`src/rtl/ws2812b_pkg.sv`:
```
// Shared types and 50 MHz timing defaults for the WS2812B pixel serializer.
package ws2812b_pkg;

    typedef enum logic [1:0] {
        IDLE,
        SHIFT,
        LATCH
    } state_t;

    // Rounds up so that a fractional count never shortens a WS2812B timing window.
    function automatic int unsigned ns_to_clks(input int unsigned ns, input int unsigned clk_hz);
        logic [63:0] prod;
        prod = 64'(ns) * 64'(clk_hz);
        return 32'((prod + 64'd999_999_999) / 64'd1_000_000_000);
    endfunction

    localparam int unsigned CLK_HZ_DEF          = 50_000_000;
    localparam int unsigned BIT_PERIOD_CLKS_DEF = ns_to_clks(1250, CLK_HZ_DEF);
    localparam int unsigned T0H_CLKS_DEF        = ns_to_clks(400, CLK_HZ_DEF);
    localparam int unsigned T1H_CLKS_DEF        = ns_to_clks(800, CLK_HZ_DEF);
    localparam int unsigned LATCH_CLKS_DEF      = ns_to_clks(52_000, CLK_HZ_DEF);

endpackage

```
`src/rtl/ws2812b_bit_timer.sv`:
```
// Phase counter and high-time compare for one NRZ code bit.
module ws2812b_bit_timer
    import ws2812b_pkg::*;
#(
    parameter int unsigned BIT_PERIOD_CLKS = BIT_PERIOD_CLKS_DEF,
    parameter int unsigned T0H_CLKS        = T0H_CLKS_DEF,
    parameter int unsigned T1H_CLKS        = T1H_CLKS_DEF
) (
    input  logic clk,
    input  logic reset_n,
    input  logic run,
    input  logic bit_value,
    output logic line_high,
    output logic bit_end
);

    localparam int unsigned PW = $clog2(BIT_PERIOD_CLKS);

    logic [PW-1:0] phase;

    assign bit_end   = run && (phase == PW'(BIT_PERIOD_CLKS - 1));
    assign line_high = run && (phase < (bit_value ? PW'(T1H_CLKS) : PW'(T0H_CLKS)));

    // Phase parks at zero outside SHIFT so every pixel starts on a fresh bit boundary.
    always_ff @(posedge clk or negedge reset_n) begin
        if (!reset_n) begin
            phase <= '0;
        end else if (!run || bit_end) begin
            phase <= '0;
        end else begin
            phase <= phase + 1'b1;
        end
    end

endmodule

```
`src/rtl/ws2812b_pixel_serializer.sv`:
```
// Serialises handshaked pixel words MSB-first as WS2812B NRZ codes, then emits the latch period.
module ws2812b_pixel_serializer
    import ws2812b_pkg::*;
#(
    parameter int unsigned BITS_PER_PIXEL  = 24,
    parameter int unsigned BIT_PERIOD_CLKS = BIT_PERIOD_CLKS_DEF,
    parameter int unsigned T0H_CLKS        = T0H_CLKS_DEF,
    parameter int unsigned T1H_CLKS        = T1H_CLKS_DEF,
    parameter int unsigned LATCH_CLKS      = LATCH_CLKS_DEF
) (
    input  logic                      clk,
    input  logic                      reset_n,
    input  logic [BITS_PER_PIXEL-1:0] pixel_data,
    input  logic                      pixel_last,
    input  logic                      pixel_valid,
    output logic                      pixel_ready,
    output logic                      dout,
    output logic                      busy,
    output logic                      underflow,
    output logic                      frame_done
);

    if (!(T0H_CLKS >= 1 && T0H_CLKS < T1H_CLKS && T1H_CLKS < BIT_PERIOD_CLKS &&
          LATCH_CLKS >= BIT_PERIOD_CLKS && BITS_PER_PIXEL >= 2)) begin : g_param_check
        $error("ws2812b_pixel_serializer: illegal timing or pixel width parameters");
    end

    localparam int unsigned IW = $clog2(BITS_PER_PIXEL);
    localparam int unsigned LW = $clog2(LATCH_CLKS);

    state_t                    state;
    state_t                    state_next;
    logic [BITS_PER_PIXEL-1:0] shreg;
    logic [IW-1:0]             bit_idx;
    logic [LW-1:0]             latch_cnt;
    logic                      last_flag;
    logic                      armed;
    logic                      shifting;
    logic                      line_high;
    logic                      bit_end;
    logic                      final_cycle;
    logic                      latch_end;
    logic                      accept;
    logic                      underflow_next;
    logic                      frame_done_next;

    ws2812b_bit_timer #(
        .BIT_PERIOD_CLKS (BIT_PERIOD_CLKS),
        .T0H_CLKS        (T0H_CLKS),
        .T1H_CLKS        (T1H_CLKS)
    ) u_bit_timer (
        .clk       (clk),
        .reset_n   (reset_n),
        .run       (shifting),
        .bit_value (shreg[BITS_PER_PIXEL-1]),
        .line_high (line_high),
        .bit_end   (bit_end)
    );

    assign shifting    = (state == SHIFT);
    assign busy        = (state != IDLE);
    assign final_cycle = bit_end && (bit_idx == '0);
    assign latch_end   = (state == LATCH) && (latch_cnt == LW'(LATCH_CLKS - 1));

    // armed keeps ready low through reset and sets on the first edge after release.
    assign pixel_ready = armed && ((state == IDLE) || (final_cycle && !last_flag));
    assign accept      = pixel_valid && pixel_ready;

    always_ff @(posedge clk or negedge reset_n) begin
        if (!reset_n) begin
            state <= IDLE;
        end else begin
            state <= state_next;
        end
    end

    always_comb begin
        state_next      = state;
        underflow_next  = 1'b0;
        frame_done_next = 1'b0;
        case (state)
            IDLE: begin
                if (accept) begin
                    state_next = SHIFT;
                end
            end
            SHIFT: begin
                if (final_cycle) begin
                    if (last_flag) begin
                        state_next = LATCH;
                    end else if (!accept) begin
                        state_next     = IDLE;
                        underflow_next = 1'b1;
                    end
                end
            end
            LATCH: begin
                if (latch_end) begin
                    state_next      = IDLE;
                    frame_done_next = 1'b1;
                end
            end
            default: state_next = IDLE;
        endcase
    end

    always_ff @(posedge clk or negedge reset_n) begin
        if (!reset_n) begin
            armed      <= 1'b0;
            shreg      <= '0;
            bit_idx    <= '0;
            last_flag  <= 1'b0;
            latch_cnt  <= '0;
            dout       <= 1'b0;
            underflow  <= 1'b0;
            frame_done <= 1'b0;
        end else begin
            armed      <= 1'b1;
            dout       <= line_high;
            underflow  <= underflow_next;
            frame_done <= frame_done_next;

            // A back-to-back accept lands on the final bit edge and wins over the shift.
            if (accept) begin
                shreg     <= pixel_data;
                bit_idx   <= IW'(BITS_PER_PIXEL - 1);
                last_flag <= pixel_last;
            end else if (bit_end && (bit_idx != '0)) begin
                shreg   <= {shreg[BITS_PER_PIXEL-2:0], 1'b0};
                bit_idx <= bit_idx - 1'b1;
            end

            if (state == LATCH && !latch_end) begin
                latch_cnt <= latch_cnt + 1'b1;
            end else begin
                latch_cnt <= '0;
            end
        end
    end

endmodule

```
`config.mk`:
```
export PLATFORM = sky130hd
export DESIGN_NAME = ws2812b_pixel_serializer
export DESIGN_NICKNAME = d
export VERILOG_FILES = /design/src/rtl/ws2812b_pkg.sv /design/src/rtl/ws2812b_bit_timer.sv /design/src/rtl/ws2812b_pixel_serializer.sv
export SDC_FILE = /design/constraint.sdc
export NUM_CORES = 1
export LEC_CHECK = 0
export ABC_AREA = 1
export CAP_MARGIN = 20
export CORE_ASPECT_RATIO = 0.75
export CORE_MARGIN = 2
export CORE_UTILIZATION = 44
export CTS_CLUSTER_DIAMETER = 50
export DETAILED_ROUTE_END_ITERATION = 10
export GPL_ROUTABILITY_DRIVEN = 0
export GPL_TIMING_DRIVEN = 0
export PLACE_DENSITY = 0.68
export SLEW_MARGIN = 40
export SYNTH_ARGS = -nofsm -noshare
export SYNTH_HDL_FRONTEND = slang
export SYNTH_SLANG_ARGS = --single-unit
```
`constraint.sdc`:
```
create_clock -name clk -period 1.9 [get_ports clk]
set_input_delay 0.475 -clock clk [delete_from_list [all_inputs] [get_ports clk]]
set_output_delay 0.475 -clock clk [all_outputs]
set_load 0.01 [all_outputs]
```
* Word level (Yosys, flattened, before mapping)
Cells that the tools add are included.
** Word-level totals
- Logic and storage cells :: 61
- Input bits :: 28
- Bits in registers :: 54
** Operators by class
- $lt $le $gt $ge :: 1
- Reductions and logical operators :: 20
- Eq/ne operators :: 8
- $add $sub $neg :: 3
- Multiplexer cells :: 19
** Operators with widths (count)
- 24-bit 2-to-1 mux :: 2
- 12-bit by 1-bit adder with 12-bit output (second input constant) :: 1
- 12-bit equality test (second input constant) :: 1
- 12-bit 2-to-1 mux :: 1
- 6-bit 2-to-1 mux :: 2
- 2-bit 2-to-1 mux :: 5
- 5-bit 2-to-1 mux :: 2
- 1-bit logical AND :: 9
- 6-bit by 1-bit adder with 6-bit output (second input constant) :: 1
- 6-bit equality test (second input constant) :: 1
- 6-bit less-than comparator :: 1
- 1-bit 2-to-1 mux :: 6
- 2-bit != test (second input constant) :: 3
- 2-bit case mux with 3 select lines :: 1
- 5-bit zero test :: 1
- 5-bit nonzero test :: 1
- 5-bit by 1-bit subtractor with 5-bit output (second input constant) :: 1
- 4-bit AND reduction :: 1
- 2-bit nonzero test :: 2
- 1-bit zero test :: 3
- 3-bit != test (second input constant) :: 1
- 2-bit by 1-bit equality test with 1-bit output (second input constant) :: 1
- 2-bit equality test (second input constant) :: 1
- 2-bit zero test :: 1
- 1-bit logical OR :: 2

* Depth between registers and ports, before layout
- Word-level depth :: 11
- Mapped depth :: 11

* By module
A second synthesis with hierarchy kept.
** Second synthesis, totals
- Cells, all modules :: 375
- Area total of the unflattened synthesis :: 2984.1 um2
** Modules (own cells, without submodules)
- ws2812b_pixel_serializer :: seq. area each 1201.2 um2, cells each 333, instances 1, area an instance 2608.8 um2
- ws2812b_bit_timer :: seq. area each 150.1 um2, cells each 42, instances 1, area an instance 375.4 um2

* Worst setup path before layout
OpenSTA, ideal clock, no wires.
- Kind :: register -> output
- Start point :: register bit_idx[0]
- End point :: output port pixel_ready
- Data arrival time :: 1.429 ns
- Cell stages (with the launch flop) :: 10
- Data required time :: 1.425 ns
- Slack :: -0.004 ns
- Path through :: dfrtp_1 > inv_1 > ha_1 > nand2_1 > nor2_4 > nand4_2 > nand2_4 > buf_4 > nand2_1 > inv_1
** Between the ends
- Longest elaborated chain between the ends :: 5
** RTL lines
- from (decl) :: line ws2812b_pixel_serializer.sv:34 : logic [IW-1:0] bit_idx;
- from (signal assigned) :: line ws2812b_pixel_serializer.sv:126 : bit_idx <= IW'(BITS_PER_PIXEL - 1);
- from (signal assigned) :: line ws2812b_pixel_serializer.sv:130 : bit_idx <= bit_idx - 1'b1;
- 5-bit zero test :: line ws2812b_pixel_serializer.sv:62 : assign final_cycle = bit_end && (bit_idx == '0);
- 1-bit logical AND :: line ws2812b_pixel_serializer.sv:62
- 1-bit logical AND :: line ws2812b_pixel_serializer.sv:66 : assign pixel_ready = armed && ((state == IDLE) || (final_cycle && !last_flag));
- 1-bit logical OR :: line ws2812b_pixel_serializer.sv:66
- 1-bit logical AND :: line ws2812b_pixel_serializer.sv:66
- to (decl) :: line ws2812b_pixel_serializer.sv:16 : output logic pixel_ready,
No other way between the ends.

* Worst setup path in the final report
- Start point :: register bit_idx[1]
- End point :: output port pixel_ready
The elaborated chain is that of the path after synthesis.

==> metrics.txt <==
Vias per Instance=between 5 and 6; max-slew violations=0; clock root buffer=clkbuf_8; Crit Path Max Fanout=2; CTS tree=done; Clock Tree Buf Depth=2; Gate power share=between 30 and 40%; # rows=24; final worst-path setup slack=-0.137 ns; total power=around 3.7 mW; Synth Instances=about 310; Synth Register Bits=54; Fin Clk Skew=about 0.013 ns; die height=between 70 and 80 um; Hold Crit Class=flop to flop; Synth Area in Compound Gates=under 10%; largest net degree at the start of global routing=43; Reg2Reg Depth=12; Reg area=roughly 0.0014 mm2; 1st-iter DRT viols=roughly 140; grt ovf=0; Initial Util=between 40 and 50%; Clock Power Share=approximately a fifth; Slew headroom=between 60% and 70%; pwr dens=roughly 1100 mW/mm2; Reg power frac=around 45%; gr usage total=between 10% and 20%; Worst Path Class, Setup=flop to output pin; sequential-to-total area share from yosys stat=about half; mean area per synthesized cell=roughly 8.8 um2; syn nets=around 350; most frequent cells in the layout=nand3_1 (56), dfrtp_1 (54), nand2_1 (53), clkdlybuf4s50_1 (28), nand4_1 (24); HPWL Detailed=~4.0 mm; switching portion of total power=between 30% and 40%; Internal Power=approximately 2.4 mW; fin crit share=107%; Max IR drop VDD=about 480 uV; Adder-Cell Fraction of Synth Area=~3.7%; commonest non-fill, non-tap cell in the layout=nand3_1; Setup-failing EPs final=1; share of layout cells above drive strength 1=approximately 16%; status=finished with violations; Synth Warn #=0; mux share of post-synthesis cell area=0%; drt first pass iters=4; failing checks=negative setup slack; vias=2345; Die ar.=0.00688 mm2; Inserted Clock Buffers=5; largest family of logic cells by synthesized area=simple AND/OR/NAND/NOR gates; nature of the critical path endpoint=output pin; DRC viols=0; P&R area growth vs syn=27.2%; port bufs=31; clock-pin slew on the worst setup and hold paths=approximately 0.10 ns; P_leak=1.61 nW; Multi-input gate area=approximately 0.0012 mm2; Synth Area in Simple Gates=35.1%; RSZ-0062 raised after global routing=yes; initial antenna violation count=0; Core Footprint=around 0.0059 mm2; fin nets=about 400; global-route wire length before repair=10.1 mm; Post-Syn Area=~0.0027 mm2; Peak Freq=491 MHz; Post-Route WL=5.84 mm; CP Data Required Time=~1.4 ns; Period minus WS final=just over 2 ns; WHS Path Cells=1; setup TNS=-0.137 ns; Critical Path Start Type=flop; htree depth=2; Ports=33; ant diodes=0; final hold violations=0; Routed Antenna Nets=0; vias in the first global route=2254; wire per inst=13.1 um; XOR/XNOR Fraction of Synth Area=between 1 and 1.5%; Die Wd=approximately 95 um; worst skew pair latency=about 0.32 ns; clk sinks=54; actual slew at the worst max-slew pin=around 0.5 ns; crit path DAT=about 1.6 ns; max_cap viols=0; Netlist cell types=32; fillcell total=about 520; sw power=roughly 1.3 mW
==> power by group through the flow <==
stage | Clock (mW) | Combinational, mW | Sequential (mW)
2_1_floorplan | 0 | 0.764 | 1.63
3_3_place_gp | 0 | 1.05 | 1.66
3_5_place_dp | 0 | 1.09 | 1.66
4_1_cts | 0.792 | 1.14 | 1.64
5_1_grt | 0.847 | 1.41 | 1.68
6_report | 0.786 | 1.25 | 1.64
==> flip-flops by register name, summed over array words and instances, names as in the netlist <==
signal / count
latch_cnt: 12
frame_done: 1
state: 2
u_bit_timer.phase: 6
last_flag: 1
dout: 1
underflow: 1
armed: 1
shreg: 24
bit_idx: 5
==> per-layer routing <==
metal	track usage, %	share of wire (%)	up-vias
li1	-	-	1169
met1	27.7	51	1114
met2	27.5	44	56
met3	3.63	4.3	6
met4	5.96	1.1	0
met5	0	0	-
==> Yosys cell counts <==
cell | n | area (um2)
nand3_4 | 1 | 17.5
dfrtp_1 | 54 | 1350
nand2_2 | 3 | 18.8
nand3_1 | 56 | 280
xnor2_1 | 1 | 8.76
o211ai_2 | 1 | 12.5
nor2_4 | 3 | 33.8
a21o_1 | 1 | 7.51
inv_2 | 3 | 11.3
buf_2 | 6 | 30.0
o211ai_1 | 1 | 7.51
nor3_1 | 10 | 50.1
a21oi_1 | 6 | 30.0
o21a_1 | 1 | 7.51
nand4_2 | 1 | 12.5
nand2_1 | 55 | 206
buf_6 | 3 | 33.8
o21ai_1 | 2 | 10.0
nand3_2 | 2 | 20.0
nor2_8 | 1 | 20.0
conb_1 | 1 | 3.75
ha_1 | 8 | 100
nor3b_1 | 5 | 37.5
xor2_1 | 3 | 26.3
nor2_1 | 23 | 86.3
nand4_1 | 24 | 150
nand2_4 | 1 | 11.3
buf_4 | 2 | 15.0
clkbuf_1 | 5 | 18.8
o21ai_0 | 2 | 10.0
inv_1 | 25 | 93.8
nor4_1 | 3 | 18.8
==> final cells by class <==
cell class,count,share of cell area [%]
multi-input combinational,215,34.6
tap,78,2.80
clock inverter,2,1.08
inverter,28,3.16
timing repair buffer,50,14.4
clock buffer,6,2.08
sequential,54,38.8
buffer,14,3.09
==> cell families after synthesis <==
family	count (synthesis)
other cells	1
flops	54
buf+inv	44
compound gates	14
simple gates	188
fa+ha+maj	8
xor+xnor	4
==> per-stage QoR <==
step | setup WS (ns) | hold WS [ns] | utilization [%] | std cells | cell area (um2)
floorplan | 0.0214 | 0.179 | - | 313 | 2740
global placement | -1.31 | 0.456 | 53.2 | 422 | 3150
detailed placement | -0.611 | 0.334 | 53.5 | 423 | 3170
CTS | -0.155 | 0.477 | 56.8 | 440 | 3360
global route | -0.232 | 0.488 | 58.9 | 447 | 3490
finish | -0.137 | 0.477 | 58.9 | 447 | 3490
==> worst max-delay path, stage by stage, from the launching register on <==
cell and delay, ns:
dfrtp_1 0.41, inv_2 0.07, ha_2 0.17, nand2_2 0.06
nor2_4 0.13, nand4_4 0.12, nand2_4 0.10, nand2_2 0.05
inv_2 0.06, buf_6 0.09
==> final timing paths <==
| path | start | slack (ns) | end |
|---|---|---|---|
| worst max-delay path | bit_idx[1] | -0.14 | pixel_ready |
| worst min-delay path | latch_cnt[0] | 0.48 | latch_cnt[0] |
| worst max register to register | u_bit_timer.phase[0] | 0.02 | bit_idx[4] |
| worst min register to register | latch_cnt[0] | 0.48 | latch_cnt[0] |
| max in group asynchronous | reset_n | 0.90 | shreg[12] |
| min in group asynchronous | reset_n | 0.53 | frame_done |
==> repair_timing <==
item	CTS	global route
pin swaps	4	4
setup buffers	9	7
resized for setup	12	21
setup endpoints to repair	2	29
hold endpoints to repair	12	0
hold buffers	1	0
gates cloned	0	2
(Power assumes the default switching activity.)
